[src/rtl/seg7_scan_decoder_if.sv]
// -----------------------------------------------------------------------------
// seg7_scan_decoder_if
// Multiplexed seven-segment display bus (segments + anodes, both active-low).
//   seg  [6:0]            segments {g,f,e,d,c,b,a}, active-low
//   an   [NUM_DIGITS-1:0] anodes, active-low, one-hot while a digit is lit
//   dp                    decimal point, active-low (only with SEG7_DP_EN)
// Modports: master drives the display, slave watches it.
// Optional feature macro: SEG7_DP_EN (adds the dp line).
// -----------------------------------------------------------------------------
interface seg7_scan_decoder_if #(
   parameter int NUM_DIGITS = 8
);
   logic [6:0]            seg;
   logic [NUM_DIGITS-1:0] an;
`ifdef SEG7_DP_EN
   logic                  dp;

   modport master (output seg, output an, output dp);
   modport slave  (input  seg, input  an, input  dp);
`else
   modport master (output seg, output an);
   modport slave  (input  seg, input  an);
`endif
endinterface

[src/rtl/seg7_scan_decoder.sv]
// -----------------------------------------------------------------------------
// seg7_scan_decoder
// Receive side of a scanned seven-segment display. Waits for each {an,seg}
// pattern to settle, decodes the lit digit back to a hex nibble and flags
// when every digit in DIGIT_MASK has been captured (one display frame).
// Ports:
//   clk, rst_n    clock (rising edge) and asynchronous active-low reset
//   bus           seg7_scan_decoder_if.slave (seg, an[, dp])
//   digit_val     decoded nibble per digit, digit i = [4i+3:4i]
//   digit_vld     digit i holds a valid hex decode
//   digit_blank   digit i last captured as blank (seg = 7'h7F)
//   frame_done    1-cycle pulse: all DIGIT_MASK digits captured since last pulse
//   err_pattern   1-cycle pulse: captured pattern not in the decode table
//   err_anode     1-cycle pulse: stable pattern with more than one anode low
//   digit_dp      per-digit decimal point, active-high (only with SEG7_DP_EN)
// Optional feature macro: SEG7_DP_EN (decimal point compare and report).
// -----------------------------------------------------------------------------
module seg7_scan_decoder #(
   parameter int                    NUM_DIGITS    = 8,
   parameter int                    SETTLE_CYCLES = 4,
   parameter logic [NUM_DIGITS-1:0] DIGIT_MASK    = {NUM_DIGITS{1'b1}}
) (
   input  logic                    clk,
   input  logic                    rst_n,
   seg7_scan_decoder_if.slave      bus,
   output logic [4*NUM_DIGITS-1:0] digit_val,
   output logic [NUM_DIGITS-1:0]   digit_vld,
   output logic [NUM_DIGITS-1:0]   digit_blank,
`ifdef SEG7_DP_EN
   output logic [NUM_DIGITS-1:0]   digit_dp,
`endif
   output logic                    frame_done,
   output logic                    err_pattern,
   output logic                    err_anode
);

`ifdef SEG7_DP_EN
   localparam int SW = NUM_DIGITS + 8;
`else
   localparam int SW = NUM_DIGITS + 7;
`endif
   localparam int CW = $clog2(SETTLE_CYCLES + 1);
   localparam logic [CW-1:0] CNT_LAST = CW'(SETTLE_CYCLES - 1);

   typedef enum logic [1:0] {IDLE, SETTLE, HELD} state_t;

   typedef struct packed {
      logic       ok;
      logic       blank;
      logic [3:0] nib;
   } dec_t;

   function automatic dec_t decode(input logic [6:0] s);
      dec_t d;
      d = '{ok: 1'b1, blank: 1'b0, nib: 4'h0};
      case (s)
         7'h40: d.nib = 4'h0;
         7'h79: d.nib = 4'h1;
         7'h24: d.nib = 4'h2;
         7'h30: d.nib = 4'h3;
         7'h19: d.nib = 4'h4;
         7'h12: d.nib = 4'h5;
         7'h02: d.nib = 4'h6;
         7'h78: d.nib = 4'h7;
         7'h00: d.nib = 4'h8;
         7'h10: d.nib = 4'h9;
         7'h08: d.nib = 4'hA;
         7'h03: d.nib = 4'hB;
         7'h46: d.nib = 4'hC;
         7'h21: d.nib = 4'hD;
         7'h06: d.nib = 4'hE;
         7'h0E: d.nib = 4'hF;
         7'h7F: begin d.ok = 1'b0; d.blank = 1'b1; end
         default: d.ok = 1'b0;
      endcase
      return d;
   endfunction

   state_t                state;
   logic [SW-1:0]         samp;
   logic [SW-1:0]         in_w;
   logic [CW-1:0]         cnt;
   logic [NUM_DIGITS-1:0] seen;
   logic [NUM_DIGITS-1:0] an_low;
   logic [NUM_DIGITS-1:0] seen_next;
   logic                  chg;
   logic                  all_high;
   logic                  settled;
   dec_t                  dec;

`ifdef SEG7_DP_EN
   assign in_w = {bus.dp, bus.an, bus.seg};
`else
   assign in_w = {bus.an, bus.seg};
`endif
   assign an_low    = ~bus.an;
   assign all_high  = &bus.an;
   assign chg       = (in_w != samp);
   // A pattern counts as settled on the edge that sees it for the
   // SETTLE_CYCLES-th consecutive time after the change was sampled.
   assign settled   = !chg && (cnt == CNT_LAST);
   assign seen_next = seen | an_low;
   assign dec       = decode(bus.seg);

   // NOTE: every register, including the per-digit output bank, is reset so
   // the display state is defined immediately after rst_n.
   always_ff @(posedge clk or negedge rst_n) begin
      if (!rst_n) begin
         state       <= IDLE;
         samp        <= '0;
         cnt         <= '0;
         seen        <= '0;
         digit_val   <= '0;
         digit_vld   <= '0;
         digit_blank <= '0;
`ifdef SEG7_DP_EN
         digit_dp    <= '0;
`endif
         frame_done  <= 1'b0;
         err_pattern <= 1'b0;
         err_anode   <= 1'b0;
      end else begin
         // NOTE: non-blocking assignments throughout; the compare below uses
         // the previous sample, not the one being written on this edge.
         samp        <= in_w;
         frame_done  <= 1'b0;
         err_pattern <= 1'b0;
         err_anode   <= 1'b0;
         if (chg)
            cnt <= '0;
         else if (cnt != CNT_LAST)
            cnt <= cnt + CW'(1);

         case (state)
            IDLE: begin
               if (!all_high) state <= SETTLE;
            end
            SETTLE: begin
               if (chg) begin
                  state <= all_high ? IDLE : SETTLE;
               end else if (settled) begin
                  state <= HELD;
                  if (!$onehot(an_low)) begin
                     err_anode <= 1'b1;
                  end else begin
                     for (int i = 0; i < NUM_DIGITS; i++) begin
                        if (an_low[i]) begin
                           // An invalid pattern leaves the previous nibble in place.
                           if (dec.ok || dec.blank)
                              digit_val[4*i +: 4] <= dec.nib;
                           digit_vld[i]   <= dec.ok;
                           digit_blank[i] <= dec.blank;
`ifdef SEG7_DP_EN
                           digit_dp[i]    <= ~bus.dp;
`endif
                        end
                     end
                     err_pattern <= !(dec.ok || dec.blank);
                     if ((seen_next & DIGIT_MASK) == DIGIT_MASK) begin
                        frame_done <= 1'b1;
                        seen       <= '0;
                     end else begin
                        seen <= seen_next;
                     end
                  end
               end
            end
            HELD: begin
               if (chg) state <= all_high ? IDLE : SETTLE;
            end
            default: state <= IDLE;
         endcase
      end
   end

endmodule

[src/flat_wrapper.sv]
// flat-port wrapper written by rule: the top's interface ports become plain ports
module seg7_scan_decoder_flat 
#(
   parameter int                    NUM_DIGITS    = 8,
   parameter int                    SETTLE_CYCLES = 4,
   parameter logic [NUM_DIGITS-1:0] DIGIT_MASK    = {NUM_DIGITS{1'b1}}
)
  (clk, rst_n, digit_val, digit_vld, digit_blank, frame_done, err_pattern, err_anode, bus_seg, bus_an);
  seg7_scan_decoder_if #(.NUM_DIGITS(NUM_DIGITS)) bus_i ();
  input  logic clk;
  input  logic rst_n;
  output logic [4*NUM_DIGITS-1:0] digit_val;
  output logic [NUM_DIGITS-1:0] digit_vld;
  output logic [NUM_DIGITS-1:0] digit_blank;
  output logic frame_done;
  output logic err_pattern;
  output logic err_anode;
  input wire logic [$bits(bus_i.seg)-1:0] bus_seg;
  input wire logic [$bits(bus_i.an)-1:0] bus_an;
  assign bus_i.seg = bus_seg;
  assign bus_i.an = bus_an;
  seg7_scan_decoder #(.NUM_DIGITS(NUM_DIGITS), .SETTLE_CYCLES(SETTLE_CYCLES), .DIGIT_MASK(DIGIT_MASK)) u_core (.clk(clk), .rst_n(rst_n), .bus(bus_i), .digit_val(digit_val), .digit_vld(digit_vld), .digit_blank(digit_blank), .frame_done(frame_done), .err_pattern(err_pattern), .err_anode(err_anode));
endmodule
[config.mk]
export PLATFORM = sky130hd
export DESIGN_NAME = seg7_scan_decoder_flat
export DESIGN_NICKNAME = d
export VERILOG_FILES = /design/src/rtl/seg7_scan_decoder_if.sv /design/src/rtl/seg7_scan_decoder.sv /design/src/flat_wrapper.sv
export SDC_FILE = /design/constraint.sdc
export NUM_CORES = 1
export LEC_CHECK = 0
export ABC_AREA = 1
export CORE_ASPECT_RATIO = 1.5
export CORE_UTILIZATION = 50
export CTS_BUF_LIST = sky130_fd_sc_hd__clkbuf_16
export DETAILED_ROUTE_END_ITERATION = 10
export MAX_ROUTING_LAYER = met4
export PLACE_DENSITY_LB_ADDON = 0.2
export REMOVE_ABC_BUFFERS = 1
export SLEW_MARGIN = 10
export SYNTH_ARGS = -nofsm -noshare
export SYNTH_HDL_FRONTEND = slang
export SYNTH_SLANG_ARGS = --single-unit
export TNS_END_PERCENT = 10
[constraint.sdc]
create_clock -name clk -period 2.3 [get_ports clk]
set_clock_uncertainty 0.15 [all_clocks]
set_input_delay 0.46 -clock clk [delete_from_list [all_inputs] [get_ports clk]]
set_output_delay 0.46 -clock clk [all_outputs]
set_load 0.005 [all_outputs]
==> results of run 1 <==
==> where the power goes <==
group	internal (mW)	switching, mW	total [mW]
clock network	0.954	0.601	1.55
registers	1.40	0.00757	1.41
logic	0.164	0.235	0.399
==> layout make-up <==
type / count / area (um^2)
Sequential cell: 79 / 1980
Tap cell: 105 / 131
Multi-Input combinational cell: 373 / 2040
Timing Repair Buffer: 148 / 1490
Fill cell: 552 / 1850
Inverter: 49 / 189
Clock inverter: 7 / 98.8
Clock buffer: 9 / 225
==> worst paths after layout <==
| path | endpoint | start | depth (start not counted) |
|---|---|---|---|
| setup / recovery | u_core.digit_blank[2]$_DFFE_PN0P_ | bus_an[5] | 18 |
| hold / removal | u_core.samp[11]$_DFF_PN0_ | bus_an[4] | 2 |
| setup reg to reg | u_core.digit_blank[2]$_DFFE_PN0P_ | u_core.samp[11]$_DFF_PN0_ | 14 |
| hold reg to reg | u_core.digit_vld[7]$_DFFE_PN0P_ | u_core.digit_vld[7]$_DFFE_PN0P_ | 2 |
| max in group asynchronous | u_core.digit_val[17]$_DFFE_PN0P_ | rst_n | 3 |
| min in group asynchronous | u_core.seen[5]$_DFFE_PN0P_ | rst_n | 2 |
==> per-layer routing <==
metal / part of all wire, % / up-vias
li1: - / 1989
met1: 39 / 2027
met2: 54 / 151
met3: 4.8 / 34
met4: 3.0 / 0
met5: 0 / -
==> stage by stage <==
| step | util, % | TNS [ns] |
|---|---|---|
| after global placement | 67.6 | -106.85 |
| after floorplan | - | -100.49 |
| final | 76.8 | -62.53 |
| after global routing | 76.8 | -69.59 |
| after CTS | 76.5 | -57.87 |
| after detailed placement | 67.6 | -113.34 |
==> repair_timing <==
action                     4_1_cts  5_1_grt
gates resized for setup         72        6
pin swaps                       16        6
gates cloned                     4        0
setup buffers                   10        0
setup endpoints to repair       59       59
hold buffers                     1        0
hold endpoints to repair        32        0
==> worst max-delay path: stages <==
cell and delay [ns]:
buf_8 0.08, inv_4 0.03, ha_4 0.15, fa_1 0.54, inv_1 0.05, fa_1 0.49, inv_1 0.05, ha_2 0.17
fa_1 0.44, nor2_1 0.10, nand3b_1 0.16, nor2_4 0.24, buf_12 0.15, buf_8 0.12, buf_16 0.11, nand3_2 0.07
nand2_1 0.09, nand2_1 0.05
==> kinds of logic (layout without fill, tap and decap cells) <==
logic type / after synthesis / in the layout
DFF: 79 / 79
adders and majority gates: 16 / 16
xor gates and xnor gates: 2 / 2
and+or+nand+nor: 331 / 331
AOI/OAI and AO/OA: 24 / 24
buffers and inverters: 64 / 213
==> sequential cells by signal (all words and copies together) (netlist names) <==
register	cells
u_core.frame_done	1
u_core.err_anode	1
u_core.digit_vld	8
u_core.digit_blank	8
u_core.cnt	3
u_core.err_pattern	1
u_core.seen	8
u_core.samp	15
u_core.digit_val	32
u_core.state	2
==> cell usage in the layout (no fill, tap or decap), drive strengths merged, types with 4 or more instances in the layout <==
master and count:
nand2 178, buf 87, dfrtp 79, clkdlybuf4s50 60, nor2 60, nand4 54, inv 50, nand3 30
o21ai 17, ha 12, clkbuf 9, a21oi 4, clkinv 4, nor4 4, fa 4
==> results.ini, run 1 <==
[run_status]
status = finished with violations
failed_checks = negative setup slack

[clock_network]
clkSinkCount = 79
cts_buffer_depth = 2
h-tree-depth = 3
clock_latency_ns = 0.35
cts_buffers = 9
cts-root-buf = clkbuf_16
cts_tree = done
cts.clk_slew.worst_paths_ns = 0.07

[layout]
final_area_um2 = 6150
areaGrowthSynthToFinish_pct = 49.5
final_nets = 693
finalNonFillerCells = 770
diodes = 0
drive_gt1_share_pct = 22.3

[global_routing]
busiest_layer = met2
first_global_vias = 4294
gr-total-overflow = 0
antenna_found_initial = 0
grt_pass1_wl_um = 19800
grt_usage_pct = 30.7
grt_max_degree = 48
met1_usage_pct = 32.5
use_met2_pct = 54.1
use_met3_pct = 5.48

[detailed_routing]
wl_per_cell_um = 15.5
postRouteAntennaNets = 0
dr.first_iter.drc_count = 310
viasPerCell = 5.46
via_count = 4201
dr.pass1.iters = 6
post-route-drc-count = 0
routed_wl_um = 12000

[timing]
tightest_slew_ns = 0.445
maxSlewHeadroom_pct = 70.3
whs_ns = 0.186
min_period_ns = 3.45
fmax_mhz = 290
layout_setup_ws_ns = -1.15
hold_violations = 0
finalCritPeriodShare_pct = 150
rsz0062_at_grt = yes
slew_violations = 0
setup_viol = 59

[yosys]
yosysSeqAreaShare_pct = 48.0
yosysMostFrequentCell = nand2_1
synth_edf_count = 0
synth-simple-area-share_pct = 36.4
synthTopCellsByArea = dfrtp_1 (48%), nand2_1 (16%), nand4_1 (8.2%), nor2_1 (5.1%), ha_1 (3.6%)
syn_area_um2 = 4120
synth-seq-cells = 79
synth_area_leader_cell = dfrtp_1
synth_cell_types = 31
synthCells = 516
synth_compound_area_share_pct = 3.07
synthAdderAreaFrac_pct = 5.59
synth_top_area_share_pct = 48.0
yosys_warnings = 0
synth_top_family_by_area = simple AND/OR/NAND/NOR gates
synth_commonest_cells = nand2_1 (178), dfrtp_1 (79), nor2_1 (56)
synth_area_per_cell_um2 = 7.98
synth_xor_area_share_pct = 0.426
ys_async_sr_fraction_pct = 100
ys.flop_type = dfrtp_1
synthMuxAreaShare_pct = 0

[critical_path]
path_max_fanout = 5
cp-start-kind = input port
required_ns = 2.39
cp.arrival_ns = 3.54
end_kind = flip-flop
reg2reg_setup_slack_ns = 0.18
critPathKind = in -> reg

[die]
core_um2 = 8010
row_count = 40
initial_utilization_pct = 51.4
io_pins = 68
die_y_um = 113
die_width_um = 76.1
die-area_um2 = 8600

[min_path]
min_path_type = in -> reg

[placed_design]
dpl_worst_slack_ns = -1.98
place_congestion = 0.921
dpl.hpwl_um = 7630
place_area_um2 = 5420
dp_cells = 739
place.port_buffers = 67

[pwr]
cellPowerDensity_nw_per_um2 = 547
p_leak_nw = 3.09
ir_drop_mv = 0.443
power_mw = 3.36

[job]
max_cap_viol_count = 0

No activity file was read; power rests on OpenSTA's default activity.
==> inputs of run 2 (changes only) <==
--- a/config.mk
+++ b/config.mk
@@ -6,9 +6,11 @@
 export NUM_CORES = 1
 export LEC_CHECK = 0
 export ABC_AREA = 1
+export CAP_MARGIN = 20
 export CORE_ASPECT_RATIO = 1.5
-export CORE_UTILIZATION = 50
+export CORE_UTILIZATION = 45
 export CTS_BUF_LIST = sky130_fd_sc_hd__clkbuf_16
+export CTS_CLUSTER_DIAMETER = 60
 export DETAILED_ROUTE_END_ITERATION = 10
 export MAX_ROUTING_LAYER = met4
 export PLACE_DENSITY_LB_ADDON = 0.2
==> run 2 against run 1 <==
  * The flow still finishes with violations (negative setup slack)
  * Largest power group unchanged
  * Critical path type unchanged
  * Largest cell class unchanged
  * Worst setup slack lost 0.051 ns
  * Final cell count grew 0.13%
  * Critical endpoint is now u_core.digit_val[0]$_DFFE_PN0P_
  * Die area grew 11%
  * Core utilization shrank 7.5 points
  * Combinational power grew 5.5%
==> results.ini, run 2 (synthesis results as in run 1) <==
[layout]
final_nets = 690  ; was 693
layout_common_cells = nand2_1 (177), dfrtp_1 (79), clkdlybuf4s50_1 (60), buf_4 (60), nor2_1 (55)  ; was nand2_1 (174), dfrtp_1 (79), buf_4 (65)
areaGrowthSynthToFinish_pct = 48.9  ; was 49.5%
top_regs = u_core.digit_val (32), u_core.samp (15)  ; unchanged
multiInputGateArea_um2 = 2010  ; was 2040 um^2
final.fill_count = 682  ; was 552
seqCellArea_um2 = 1980  ; unchanged
regMostFlops = u_core.digit_val  ; unchanged
largest_reg_flops = 32  ; unchanged
drive_gt1_share_pct = 21.5  ; was 22.3%
mostFrequentLayoutCell = nand2_1  ; unchanged
diodes = 0  ; unchanged

[die]
die_width_um = 80.1  ; was 76.1 um
row_count = 42  ; was 40
initial_utilization_pct = 46.6  ; was 51.4%
die_y_um = 119  ; was 113 um
die-area_um2 = 9540  ; was 8600 um^2
io_pins = 68  ; unchanged
core_um2 = 8830  ; was 8010 um^2

[clock_network]
cts_buffers = 9  ; unchanged
cts_buffer_depth = 2  ; unchanged
h-tree-depth = 3  ; unchanged
cts_tree = done  ; unchanged
clock_latency_ns = 0.34  ; was 0.35 ns
cts-root-buf = clkbuf_16  ; unchanged
cts.clk_slew.worst_paths_ns = 0.06  ; was 0.07 ns
clkSinkCount = 79  ; unchanged

[timing]
rsz0062_at_grt = yes  ; unchanged
whs_ns = 0.195  ; was 0.186 ns
setup_viol = 59  ; unchanged
tightest_slew_ns = 0.343  ; was 0.445 ns
min_period_ns = 3.50  ; was 3.45 ns
layout_setup_ws_ns = -1.20  ; was -1.15 ns
slew_violations = 0  ; unchanged
finalCritPeriodShare_pct = 152  ; was 150%
fmax_mhz = 286  ; was 290 MHz
maxSlewHeadroom_pct = 77.1  ; was 70.3%
hold_violations = 0  ; unchanged

[critical_path]
rr_startpoint = u_core.samp[11]$_DFF_PN0_  ; unchanged
required_ns = 2.43  ; was 2.39 ns
cp-start-kind = input port  ; unchanged
critPathKind = in -> reg  ; unchanged
cp.arrival_ns = 3.63  ; was 3.54 ns
end_kind = flip-flop  ; unchanged
crit_start = bus_an[4]  ; was bus_an[5]
reg2reg_setup_slack_ns = 0.32  ; was 0.18 ns
path_max_fanout = 6  ; was 5

[min_path]
min_path_type = in -> reg  ; unchanged
hold_start = bus_an[0]  ; was bus_an[4]

[global_routing]
antenna_found_initial = 0  ; unchanged
gr-total-overflow = 0  ; unchanged
grt_max_degree = 59  ; was 48
grt_pass1_wl_um = 18900  ; was 19800 um
grt_usage_pct = 26.9  ; was 30.7%
first_global_vias = 4145  ; was 4294

[pwr]
p_int_mw = 2.63  ; was 2.52 mW
p_switching_mw = 0.814  ; was 0.843 mW
power_frac_seq_pct = 40.9  ; was 41.9%
p_leak_nw = 3.06  ; was 3.09 nW
power_frac_clock_pct = 46.8  ; was 46.2%
switching_share_pct = 23.6  ; was 25.1%
ir_drop_mv = 0.474  ; was 0.443 mV
power_mw = 3.44  ; was 3.36 mW
pwr-share-comb_pct = 12.2  ; was 11.8%
cellPowerDensity_nw_per_um2 = 562  ; was 547 nW/um^2

[placed_design]
place.port_buffers = 67  ; unchanged
place_congestion = 0.934  ; was 0.921
dpl.hpwl_um = 7460  ; was 7630 um

[detailed_routing]
dr.first_iter.drc_count = 279  ; was 310
wl_per_cell_um = 14.8  ; was 15.5 um
routed_wl_um = 11400  ; was 12000 um
viasPerCell = 5.28  ; was 5.46
post-route-drc-count = 0  ; unchanged
via_count = 4071  ; was 4201
dr.pass1.iters = 5  ; was 6
postRouteAntennaNets = 0  ; unchanged

[job]
max_cap_viol_count = 0  ; unchanged

[run_status]
status = finished with violations  ; unchanged
failed_checks = negative setup slack  ; unchanged

## run 2: changes by cell type in the layout (fill, tap and decap cells not counted), moves of 2 or more
| cell | previous run | this run |
|---|---|---|
| buf_12 | 8 | 12 |
| inv_1 | 36 | 34 |
| nand2_1 | 174 | 177 |
| nand3_2 | 7 | 9 |
| buf_4 | 65 | 60 |
| nand2_2 | 4 | 1 |
| nand3_4 | 8 | 5 |
| buf_16 | 4 | 2 |
| clkinv_4 | 4 | 1 |
## run 2: critical path, stage by stage
cell	delay, ns
buf_8	0.08
inv_4	0.04
ha_4	0.15
fa_1	0.54
inv_2	0.04
fa_1	0.48
inv_1	0.05
ha_2	0.18
fa_1	0.47
nor2_2	0.15
nand3b_1	0.21
nor2_4	0.23
buf_12	0.14
buf_8	0.13
buf_6	0.10
nand4_1	0.10
nand2_1	0.08
## run 2: final timing paths
| kind | depth (start not counted) | endpoint |
|---|---|---|
| worst max-delay path | 17 | u_core.digit_val[0]$_DFFE_PN0P_ |
| worst min-delay path | 2 | u_core.samp[7]$_DFF_PN0_ |
| worst max register to register | 12 | u_core.digit_val[0]$_DFFE_PN0P_ |
| worst min register to register | 2 | u_core.digit_vld[7]$_DFFE_PN0P_ |
| max in group asynchronous | 3 | u_core.samp[7]$_DFF_PN0_ |
| min in group asynchronous | 2 | u_core.err_pattern$_DFF_PN0_ |
## run 2: area by class of cell
type	instances	area share, %
clock buffer	9	3.68
clock inverter	6	1.80
tap	110	2.25
multi-input combinational	373	32.8
inverter	49	3.13
sequential	79	32.3
timing repair buffer	145	24.1
## run 2: power by group through the flow
stage	clock network [mW]	registers (mW)	logic, mW
floorplan	0	1.43	0.158
global placement	0	1.43	0.350
detailed placement	0	1.44	0.364
CTS	1.63	1.41	0.394
global route	1.68	1.41	0.459
finish	1.61	1.41	0.421
## run 2: per-stage QoR
stage	util [%]	cell area, um^2	worst slack, ns	cells	TNS, ns
5_1_grt	69.4	6130	-1.30	771	-73.54
2_1_floorplan	-	4030	-1.87	501	-100.49
4_1_cts	69.3	6120	-1.07	771	-60.47
3_5_place_dp	61.3	5410	-2.00	741	-115.82
3_3_place_gp	61.3	5410	-1.86	741	-108.02
6_report	69.4	6130	-1.20	771	-67.54
## run 2: routing by layer
layer / vias up / track usage, % / part of all wire, %
met2: 118 / 47.0 / 54
met4: 0 / 14.6 / 3.7
met5: - / - / 0
li1: 1979 / - / -
met3: 35 / 4.83 / 4.0
met1: 1939 / 27.8 / 38
## run 2: what timing repair did
action                     CTS  global route
hold buffers                 1             0
hold endpoints to repair    21             0
pin swaps                   15            10
buffers inserted            11             1
setup endpoints to repair   59            59
gates resized for setup     70             5
cloned                       3             0
